--- config.mk ---
export PLATFORM = sky130hd
export DESIGN_NAME = seg7_decode_monitor
export DESIGN_NICKNAME = d
export VERILOG_FILES = /design/src/rtl/seg7_decode_monitor.sv
export SDC_FILE = /design/constraint.sdc
export NUM_CORES = 1
export LEC_CHECK = 0
export CAP_MARGIN = 10
export CELL_PAD_IN_SITES_DETAIL_PLACEMENT = 0
export CELL_PAD_IN_SITES_GLOBAL_PLACEMENT = 2
export CORE_ASPECT_RATIO = 1.2
export CORE_MARGIN = 3
export CORE_UTILIZATION = 31
export DETAILED_ROUTE_END_ITERATION = 7
export GPL_ROUTABILITY_DRIVEN = 0
export HOLD_SLACK_MARGIN = 0.03
export PLACE_DENSITY_LB_ADDON = 0.15
export SLEW_MARGIN = 5
export SYNTH_ARGS = -nofsm -noshare
export SYNTH_HDL_FRONTEND = slang
export SYNTH_SLANG_ARGS = --single-unit
export TNS_END_PERCENT = 20
--- constraint.sdc ---
create_clock -name Clock -period 3 [get_ports Clock]
set_clock_uncertainty 0.15 [all_clocks]
set_input_delay 0.75 -clock Clock [delete_from_list [all_inputs] [get_ports Clock]]
set_output_delay 0.75 -clock Clock [all_outputs]
set_load 0.03 [all_outputs]
--- src/rtl/seg7_decode_monitor.sv ---
// seg7_decode_monitor: debounces an active-low 7-segment bus, decodes it back
// to a hex digit and checks that successive accepted digits form an up-count.
module seg7_decode_monitor #(
  parameter int unsigned STABLE_CYCLES = 4
) (
  input  logic       Clock,
  input  logic       Resetn,
  input  logic [0:6] Seg,
  input  logic       ClrCnt,
  output logic [3:0] Value,
  output logic       Valid,
  output logic       Invalid,
  output logic       Locked,
  output logic       Step,
  output logic       Err,
  output logic [7:0] StepCount,
  output logic [7:0] ErrCount
);

  typedef enum logic {EMPTY, LOCKED} state_t;

  localparam logic [3:0] RUN_TARGET = 4'(STABLE_CYCLES);

  state_t     state_q, state_d;
  logic [0:6] seg_q, seg_d;
  logic [3:0] run_q, run_d;
  logic [3:0] value_q, value_d;
  logic       valid_q, valid_d;
  logic       invalid_q, invalid_d;
  logic       step_q, step_d;
  logic       err_q, err_d;
  logic [7:0] stepcnt_q, stepcnt_d;
  logic [7:0] errcnt_q, errcnt_d;

  logic       same;
  logic       accept;
  logic       dec_ok;
  logic [3:0] dec_val;

  // Pattern 1100000 is ambiguous (6 or b); it reads as b only when it
  // directly follows an accepted A.
  function automatic logic [4:0] decode(input logic [6:0] p, input logic after_a);
    logic [4:0] r;
    case (p)
      7'b0000001: r = {1'b1, 4'h0};
      7'b1001111: r = {1'b1, 4'h1};
      7'b0010010: r = {1'b1, 4'h2};
      7'b0000110: r = {1'b1, 4'h3};
      7'b1001100: r = {1'b1, 4'h4};
      7'b0100100: r = {1'b1, 4'h5};
      7'b1100000: r = after_a ? {1'b1, 4'hB} : {1'b1, 4'h6};
      7'b0001111: r = {1'b1, 4'h7};
      7'b0000000: r = {1'b1, 4'h8};
      7'b0001100: r = {1'b1, 4'h9};
      7'b0001000: r = {1'b1, 4'hA};
      7'b0110001: r = {1'b1, 4'hC};
      7'b1000010: r = {1'b1, 4'hD};
      7'b0110000: r = {1'b1, 4'hE};
      7'b0111000: r = {1'b1, 4'hF};
      default:    r = '0;
    endcase
    return r;
  endfunction

  // Debounce run, decode, sequence check and counter next-state.
  always_comb begin
    state_d   = state_q;
    seg_d     = Seg;
    run_d     = run_q;
    value_d   = value_q;
    valid_d   = valid_q;
    invalid_d = invalid_q;
    step_d    = 1'b0;
    err_d     = 1'b0;
    stepcnt_d = stepcnt_q;
    errcnt_d  = errcnt_q;

    // run_q==0 only right after reset: the first sample always opens a run.
    same = (Seg == seg_q) && (run_q != 4'd0);
    if (!same) begin
      run_d = 4'd1;
    end else if (run_q != RUN_TARGET) begin
      run_d = run_q + 4'd1;
    end
    // The run saturates at the target, so acceptance fires once per run.
    accept = (run_d == RUN_TARGET) && (!same || (run_q != RUN_TARGET));

    {dec_ok, dec_val} = decode(Seg, (state_q == LOCKED) && (value_q == 4'hA));

    if (accept) begin
      if (!dec_ok) begin
        invalid_d = 1'b1;
        valid_d   = 1'b0;
        err_d     = 1'b1;
        state_d   = EMPTY;
      end else begin
        value_d   = dec_val;
        valid_d   = 1'b1;
        invalid_d = 1'b0;
        state_d   = LOCKED;
        if (state_q == LOCKED) begin
          if (dec_val == value_q + 4'd1) begin
            step_d = 1'b1;
          end else if ((dec_val != value_q) && (dec_val != 4'h0)) begin
            err_d = 1'b1;
          end
        end
      end
    end

    if (ClrCnt) begin
      stepcnt_d = '0;
      errcnt_d  = '0;
    end else begin
      if (step_d) stepcnt_d = stepcnt_q + 8'd1;
      if (err_d && (errcnt_q != 8'hFF)) errcnt_d = errcnt_q + 8'd1;
    end
  end

  // State and datapath registers with asynchronous active-low reset.
  always_ff @(posedge Clock or negedge Resetn) begin
    if (!Resetn) begin
      state_q   <= EMPTY;
      seg_q     <= '1;
      run_q     <= '0;
      value_q   <= '0;
      valid_q   <= 1'b0;
      invalid_q <= 1'b0;
      step_q    <= 1'b0;
      err_q     <= 1'b0;
      stepcnt_q <= '0;
      errcnt_q  <= '0;
    end else begin
      state_q   <= state_d;
      seg_q     <= seg_d;
      run_q     <= run_d;
      value_q   <= value_d;
      valid_q   <= valid_d;
      invalid_q <= invalid_d;
      step_q    <= step_d;
      err_q     <= err_d;
      stepcnt_q <= stepcnt_d;
      errcnt_q  <= errcnt_d;
    end
  end

  assign Value     = value_q;
  assign Valid     = valid_q;
  assign Invalid   = invalid_q;
  assign Locked    = (state_q == LOCKED);
  assign Step      = step_q;
  assign Err       = err_q;
  assign StepCount = stepcnt_q;
  assign ErrCount  = errcnt_q;

endmodule

Yosys cells after proc, flatten, opt, wreduce, memory -nomap -nowiden --
Index checks and enable logic that the tools add are counted.
Operators by class: shift operators 0, reductions and logical operators 13, multipliers 0, equality and inequality tests 21, div/mod/pow operators 0, bitwise operators 0, $add $sub $neg 4, magnitude comparators 0, muxes and demuxes 19
Operators by type and width (number):
- case mux 5 bit (15 select lines) | 1
- two-way mux 8 bit | 4
- == test 7 x 6 -> 1 bit, second input constant | 4
- == test 7 bit, second input constant | 4
- == test 7 x 4 -> 1 bit, second input constant | 3
- adder 8 x 1 -> 8 bit, second input constant | 2
- two-way mux 4 bit | 3
- two-way mux 1 bit | 11
- adder 4 x 1 -> 4 bit, second input constant | 2
- inequality test 8 bit, second input constant | 1
- nonzero test 4 bit | 2
- == test 7 x 1 -> 1 bit, second input constant | 1
- == test 7 x 3 -> 1 bit, second input constant | 1
- == test 7 x 5 -> 1 bit, second input constant | 1
- == test 7 bit | 1
- zero test 7 bit | 1
- logical AND 1 bit | 5
- == test 4 x 3 -> 1 bit, second input constant | 1
- == test 4 bit | 1
- == test 4 bit, second input constant | 1
- inequality test 4 x 3 -> 1 bit, second input constant | 1
- inequality test 4 bit | 1
- nonzero test 2 bit | 2
- AND reduction 2 bit | 1
- other kinds (2) | 2
Word-level totals: bits of input ports 10, ROM bits 0, memories 0, RAM bits 0, bits in latches 0, bits in registers 35, output and inout bits 25

Longest topological paths before layout --
Gate-level depths: netlist of run 1.
depth after elaboration 14, depth in mapped cells 11, depth with buffers taken out 10

Worst setup path after synthesis of run 1 --
Ideal clock, no wire load.
kind input-to-reg, start point input port Seg[3] (netlist name), end point register errcnt_q[5] (netlist: ErrCount[5]), stages 9, path buffers 1, setup slack -0.246 ns, data arrival time 2.969 ns, cell sequence buf_6 -> or4b_1 -> a21oi_1 -> and4bb_4 -> xnor3_2 -> nor2_4 -> a2111o_4 -> a21oi_2 -> mux2_1
Between the ends: longest elaborated chain between the ends 11, elaborated cells on any way between the ends 34, classes of those cells eq/ne: 18; mux: 7; reduce/logical: 9
Ends and longest elaborated chain:
- from (decl) | RTL line 8 | input logic [0:6] Seg,
- == test 7 x 6 -> 1 bit, or another cell as far along | RTL line 44 | case (p)
- case mux 5 bit (15 select lines) | RTL line 44
- inequality test 4 bit or nonzero test 4 bit (tied branches) | RTL line 104 | end else if ((dec_val != value_q) && (dec_val != 4'h0)) begin
- logical AND 1 bit | RTL line 104
- two-way mux 1 bit | RTL line 104
- two-way mux 1 bit | RTL line 102 | if (dec_val == value_q + 4'd1) begin
- two-way mux 1 bit | RTL line 101 | if (state_q == LOCKED) begin
- two-way mux 1 bit | RTL line 91 | if (!dec_ok) begin
- two-way mux 1 bit (*) | RTL line 90 | if (accept) begin
- logical AND 1 bit (*) | RTL line 116 | if (err_d && (errcnt_q != 8'hFF)) errcnt_d = errcnt_q + 8'd1;
- nonzero test 2 bit (no line) (*)
- to (signal assigned) | RTL line 143 | errcnt_q <= errcnt_d;
- to (decl) | RTL line 33 | logic [7:0] errcnt_q, errcnt_d;
Every way passes the cells marked *; elsewhere a longest branch is shown, timed or not. A chain may end at the register's enable or synchronous reset.

Final worst setup path of run 1 --
start point input port Seg[3] (netlist name), end point register errcnt_q[6] (netlist: ErrCount[6])
The elaborated chain is that of the path after synthesis.

==> metrics.txt, run 1 <==
pwr dens between 200 and 300 nW/um^2; status finished, violations left; Pins Over Slew Limit 0; Root Driver clkbuf_8; detailed placement HPWL 4588 um; DR pass1 iterations 4; drt wl/cell approximately 15 um; Post-synth ARST share 100.0%; Total GRT Usage 14.35%; final setup margin -226.7 ps; final net count approximately 370; antenna violations before repair 0; HP Start Invalid; Critical Path Fanout Max 6; CP Launch Type input pin; Seq/Total Area, Yosys a little over a third; Synth Flop Type dfrtp_1; YS warnings 0; CTS tree done; cts hold-fix bufs 0; worst slack, placed -845.8 ps; Util after Layout around half; Die H approximately 100 um; total die area 9135 um^2; area grow syn2layout 55.06%; reg2reg start run_q[0]; Mapped Area ~2500 um^2; largest net degree at the start of global routing 36; Final Cycle Share 107.6%; first-pass GRT wire length between 10000 and 15000 um; Final Critical Period 3227 ps; Detailed Route Iter0 Violations 65; Yosys reg bits 35; Worst Setup SP Seg[3]; Max IR drop VDD ~0.16 mV; H-tree levels 2; CTS Buf Count 5; io pins 35; Worst Tran Pin Value around 660 ps; n_diodes 0; Initial Utilization about 32%; clk_lat worst skew between 200 and 300 ps; IO Port Bufs 34; clock tree sinks 35; CTS max path bufs 2; worst relative slew slack between 50% and 60%; final hold vios 0; Syn Inst Count 253; share of cells above drive strength 1 between 40 and 50%; Syn Nets 269; antenna viol nets, final 0; Req. time, crit path between 3000 and 4000 ps; WP data arrival 3250 ps; Yosys cell types between 60 and 70; vias in the first global route 2150; Core Area ~7800 um^2; vias about 2300; Worst Setup End Kind flop; RSZ-0062 raised after global routing yes; # setup viols final 11; Rows 35; total wire length 6496 um; Post-synth EDFFs 0; total of max-cap violations 0; drt via density ~5.0; syn avg cell area 9.827 um^2; Hold WC Path Type reg2reg; Max Freq between 300 and 400 MHz; DRC errors left 0; Reg clk slew, reported paths ~80 ps; leak pwr 1.677 nW; grt ovf 0; Die X between 80 and 90 um; violations in the final reports negative setup slack; WS Path Type in2reg
[critical path: stages]
cell      delay (ps)
buf_8            100
buf_12           120
or4b_4           540
a21oi_4          140
and4bb_4         230
xor2_1           140
o2111a_1         160
a2111o_4         570
a21oi_4          190
mux2_4           310
[stage by stage]
step	total power, mW	cell area (um^2)	cells	setup TNS (ps)	hold WS, ps
after floorplan	0.5673	2534	253	-1295	304.4
after global placement	0.6370	3331	422	-15800	359.3
after detailed placement	0.6372	3331	422	-15530	364.5
after CTS	1.107	3677	441	-1733	387.2
after global routing	1.152	3855	446	-2287	406.0
final	1.108	3855	446	-1564	380.9
[flip-flops by register name, summed over array words and instances (netlist names)]
name and flops:
Step 1, Value 4, StepCount 8, ErrCount 8, Invalid 1, Valid 1, run_q 4, Err 1
seg_q 7
[where the power goes]
| group | switching [mW] | total, mW | internal (mW) |
|---|---|---|---|
| combinational | 0.0863 | 0.193 | 0.107 |
| sequential | 0.00308 | 0.483 | 0.480 |
| clock | 0.184 | 0.432 | 0.248 |
[cells by family after synthesis]
family	share of synthesized area (%)
XOR/XNOR	8.354
adder cells (fa/ha/maj)	3.020
AO/OA/AOI/OAI	14.64
AND/OR/NAND/NOR	28.89
multiplexers	4.479
flip-flops	35.58
buffers and inverters	5.033
[area by class of cell]
type | instances | area, um^2
clock buffers | 5 | 68.82
multi-input cells | 196 | 1662
fillers | 734 | 3896
repair buffers | 107 | 1051
flip-flops and latches | 35 | 884.6
clock inverters | 3 | 43.79
well taps | 92 | 115.1
inverters | 8 | 30.03
[what timing repair did]
action                                  4_1_cts  5_1_grt
pin swaps                                    23       17
gates cloned                                  2        1
resized for setup                            58       31
endpoints found under the hold margin         0        0
setup buffers                                 9        4
endpoints found under the setup margin       23       16
[placed cells by master, fill, tap and decap left out, types with 7 or more instances in the layout]
cell / Yosys / final
nand2_1: 12 / 12
inv_1: 8 / 8
buf_4: 4 / 55
nor2_1: 24 / 24
buf_6: 3 / 14
a21oi_1: 12 / 9
dfrtp_1: 28 / 28
nor2b_1: 8 / 8
nand4_1: 8 / 8
clkdlybuf4s50_1: 0 / 27
xor2_1: 13 / 12
dfstp_2: 7 / 7
nand3_1: 13 / 13
[Yosys cell counts, types with 2 or more instances]
cell	instances	area share, %
nand3b_1	3	0.91
nand4_1	8	2.0
dfstp_2	7	7.4
and3_1	6	1.5
buf_6	3	1.4
a21oi_1	12	2.4
xnor2_1	8	2.8
o21ai_0	5	1.0
nor2_1	24	3.6
and2_1	2	0.50
mux2_1	8	3.6
ha_1	6	3.0
or3b_1	2	0.70
or3_1	2	0.50
inv_1	8	1.2
nor2b_1	8	2.0
buf_2	4	0.81
nand2_1	12	1.8
nand3_1	13	2.6
a21oi_2	5	1.8
and4b_1	3	1.2
nor3_1	6	1.2
dfrtp_1	28	28
a21o_1	2	0.60
o31ai_1	2	0.60
buf_4	4	1.2
nand2b_1	4	1.0
nor3b_1	3	0.91
a211oi_1	2	0.60
xor2_1	13	4.6
nor2_4	2	0.91
or4_1	2	0.60
clkbuf_1	3	0.45
[metal layers]
layer  global-route usage [%]  part of all wire, %
met1                    17.50                   43
met2                    25.27                   52
met3                    2.694                  3.1
met4                    3.838                  2.0
met5                        0                    0
[path summary, 6_finish.rpt]
path	cells past startpoint	endpoint	slack (ps)
worst min-delay path	1	Invalid	380
worst max register to register	11	ErrCount[3]	-40
worst min register to register	1	Invalid	380
min in group asynchronous	2	ErrCount[4]	720
max in group asynchronous	2	seg_q[2]	1630
worst max-delay path	10	ErrCount[6]	-230
No activity file was read; power rests on OpenSTA's default activity.
==> inputs of run 2 (changes only) <==
ABC_AREA = 1   (was default)
CORE_UTILIZATION = 27   (was 31)
==> run 2 against run 1 <==
Net effect:
- the run now ends clean
- wire length down 1.8%
- critical path type unchanged
- sequential share of layout area up 5.0 points
- critical path depth up 7
- largest power group unchanged
- global-route usage down 0.42 points
- first-iteration DRC count down 23%
==> metrics.txt, run 2 <==
Final Cell Area 3164 um^2 (-18%); pwr dens 313.1 nW/um^2 (+8.9%); Placed Instances 499 (+18%); Power, Total 0.9906 mW (-11%); Mapped Area 2330 um^2 (-6.3%); Hold WC Path Type reg2reg; DRC errors left 0 (unchanged); Max Freq 360.4 MHz (+16%); Yosys reg bits 35 (unchanged); Max stage delay cell, worst path clkdlybuf4s50_1; first-pass GRT wire length 10920 um (+4.3%); Worst Tran Pin Value 835.2 ps (+174.8 ps); worst hold margin 366.5 ps (-14.45 ps); Final Critical Period 2775 ps (-452.0 ps); H-tree levels 2 (unchanged); Yosys cell types 34 (-48%); final hold vios 0 (unchanged); commonest non-fill, non-tap cell in the layout nand2_1; total of max-cap violations 0 (unchanged); final std cells w/o fill 508 (+14%); top-count cell post-synth nand2_1; Util after Layout 38.39% (-11 points); Reg clk slew, reported paths 80 ps (about the same); antenna violations before repair 0 (unchanged); # setup viols final 0 (-11); largest net degree at the start of global routing 36 (unchanged); status finished, final reports clean; Syn Inst Count 324 (+28%); clk_lat worst skew 290 ps (about the same); Multi-input gate area 1323 um^2 (-20%); Pins Over Slew Limit 0 (unchanged); grt ovf 0 (unchanged); Reg area 884.6 um^2 (unchanged); vias 2228 (-0.98%); Root Driver clkbuf_8; Worst Setup SP Seg[3]; post-synth top area share 30.08% (+1.9 points); Synth area leaders dfrtp_1 (30%), nand2_1 (14%), dfstp_2 (7.9%), nor2_1 (7.6%), nand3_1 (6.9%); Seq/Total Area, Yosys 37.97% (+2.4 points); total die area 9784 um^2 (+7.1%); fillcell total 896 (+22%); Core Area 8243 um^2 (+6.3%); Rows 36 (+2.9%); detailed placement HPWL 4829 um (+5.2%); Detailed Route Iter0 Violations 50 (-23%); commonest cells in the netlist nand2_1 (89), nor2_1 (47), nand3_1 (32); Die X 90.80 um (+3.5%); total wire length 6380 um (-1.8%); worst relative slew slack 44.32% (-12 points); most frequent cells in the layout nand2_1 (89), nor2_1 (44), buf_4 (32), nand3_1 (31), inv_1 (29); Max stage delay on crit path 530 ps (-40 ps); io pins 35 (unchanged); HP Start Invalid; CTS tree done; Worst Setup End Kind flop; final setup margin 225.3 ps (+452.0 ps); n_diodes 0 (unchanged); Post-synth EDFFs 0 (unchanged); drt via density 4.386 (-13%); RSZ-0062 raised after global routing no; share of cells above drive strength 1 20.30% (-20 points); leak pwr 1.606 nW (-4.3%); Critical Path Fanout Max 8 (+2); DR pass1 iterations 4 (unchanged); antenna viol nets, final 0 (unchanged); Max IR drop VDD 0.2224 mV (+35%); Post-synth ARST share 100.0% (unchanged); Total GRT Usage 13.93% (-0.42 points); reg2reg start Value[0]; leading area contributor after synthesis dfrtp_1; CP Cell Sequence clkdlybuf4s50_1, buf_4, nor2_1, nand3_1, nand2_1, nor2_4, nand3_2, nand2_1, nand2_1, nor2_1, nand2_1, nand3_2, nand2_2, nand3_4, nand2_8, nand2_1, nand2_1; syn avg cell area 7.191 um^2 (-27%); drt wl/cell 12.56 um (-14%); final net count 409 (+11%); IO Port Bufs 34 (unchanged); crit-path most repeated cell nand2_1; CP Launch Type input pin; Req. time, crit path 3030 ps (about the same); Syn Nets 340 (+26%); Initial Utilization 28.26% (-3.8 points); Die H 107.8 um (+3.5%); area grow syn2layout 35.82%; Final Cycle Share 92.49% (-15 points); CTS max path bufs 2 (unchanged); worst slack, placed -240.7 ps (+605.1 ps); YS warnings 0 (unchanged); clock tree sinks 35 (unchanged); vias in the first global route 2279 (+6.0%); WS Path Type in2reg; CTS Buf Count 5 (unchanged); Synth Flop Type dfrtp_1; WP data arrival 2810 ps (-440 ps); TNS Setup 0 ps (+1564 ps); placed cell area 3023 um^2 (-9.2%)
run 2: cell count changes in the layout (fill, tap and decap cells not counted), sizes merged, moves of 6 or more:
cell and delta:
buf -44, nor2 +28, inv +28, mux2 -8, nand2 +83, nand3 +23
dlymetal6s2s +6, a21oi -9, nor2b -8
run 2: what timing repair did:
action / CTS / global route
setup endpoints to repair: 0 / 16
buffers inserted: 0 / 0
resized for setup: 0 / 14
hold buffers: 0 / 0
endpoints found under the hold margin: 0 / 0
run 2: cell families (layout without fill, tap and decap cells):
| kind of cell | after synthesis | after routing | synth area share, % |
|---|---|---|---|
| compound gates | 16 | 16 | 3.706 |
| xor+xnor | 17 | 17 | 6.391 |
| fa+ha+maj | 6 | 6 | 3.222 |
| buf+inv | 42 | 111 | 7.035 |
| flops | 35 | 35 | 37.97 |
| mux | 1 | 1 | 0.4833 |
| simple gates | 207 | 208 | 41.19 |
run 2: path summary, 6_finish.rpt:
kind                       depth (start not counted)           to  slack (ps)
max in group asynchronous                          1     run_q[2]        1760
min in group asynchronous                          1  ErrCount[3]         400
setup / recovery                                  17  ErrCount[3]         230
hold / removal                                     2      Invalid         370
hold reg to reg                                    2      Invalid         370
setup reg to reg                                  17  ErrCount[3]         570
run 2: report_power, final:
part | internal [mW] | switching, mW | total, mW
combinational | 0.0639 | 0.0850 | 0.149
sequential | 0.485 | 0.00835 | 0.493
clock | 0.163 | 0.186 | 0.348
total | 0.711 | 0.279 | 0.991
run 2: area by class of cell:
cell class,instances,area share (%)
Tap cell,114,4.508
Clock buffer,6,2.293
Timing Repair Buffer,66,18.66
Clock inverter,2,0.3954
Multi-Input combinational cell,248,41.80
Inverter,37,4.389
Sequential cell,35,27.96
run 2: per-layer routing:
layer	track usage (%)	share of wire, %	up-vias
met2	25.01	51	26
met4	4.957	0.86	0
met3	2.378	2.0	4
met5	0	0	-
met1	16.73	46	1029
li1	-	-	1169
run 2: worst max-delay path: cells and delay by family:
kind / cells / cell delay [ps]
buffers and inverters: 2 / 690
AND/OR/NAND/NOR: 15 / 1350
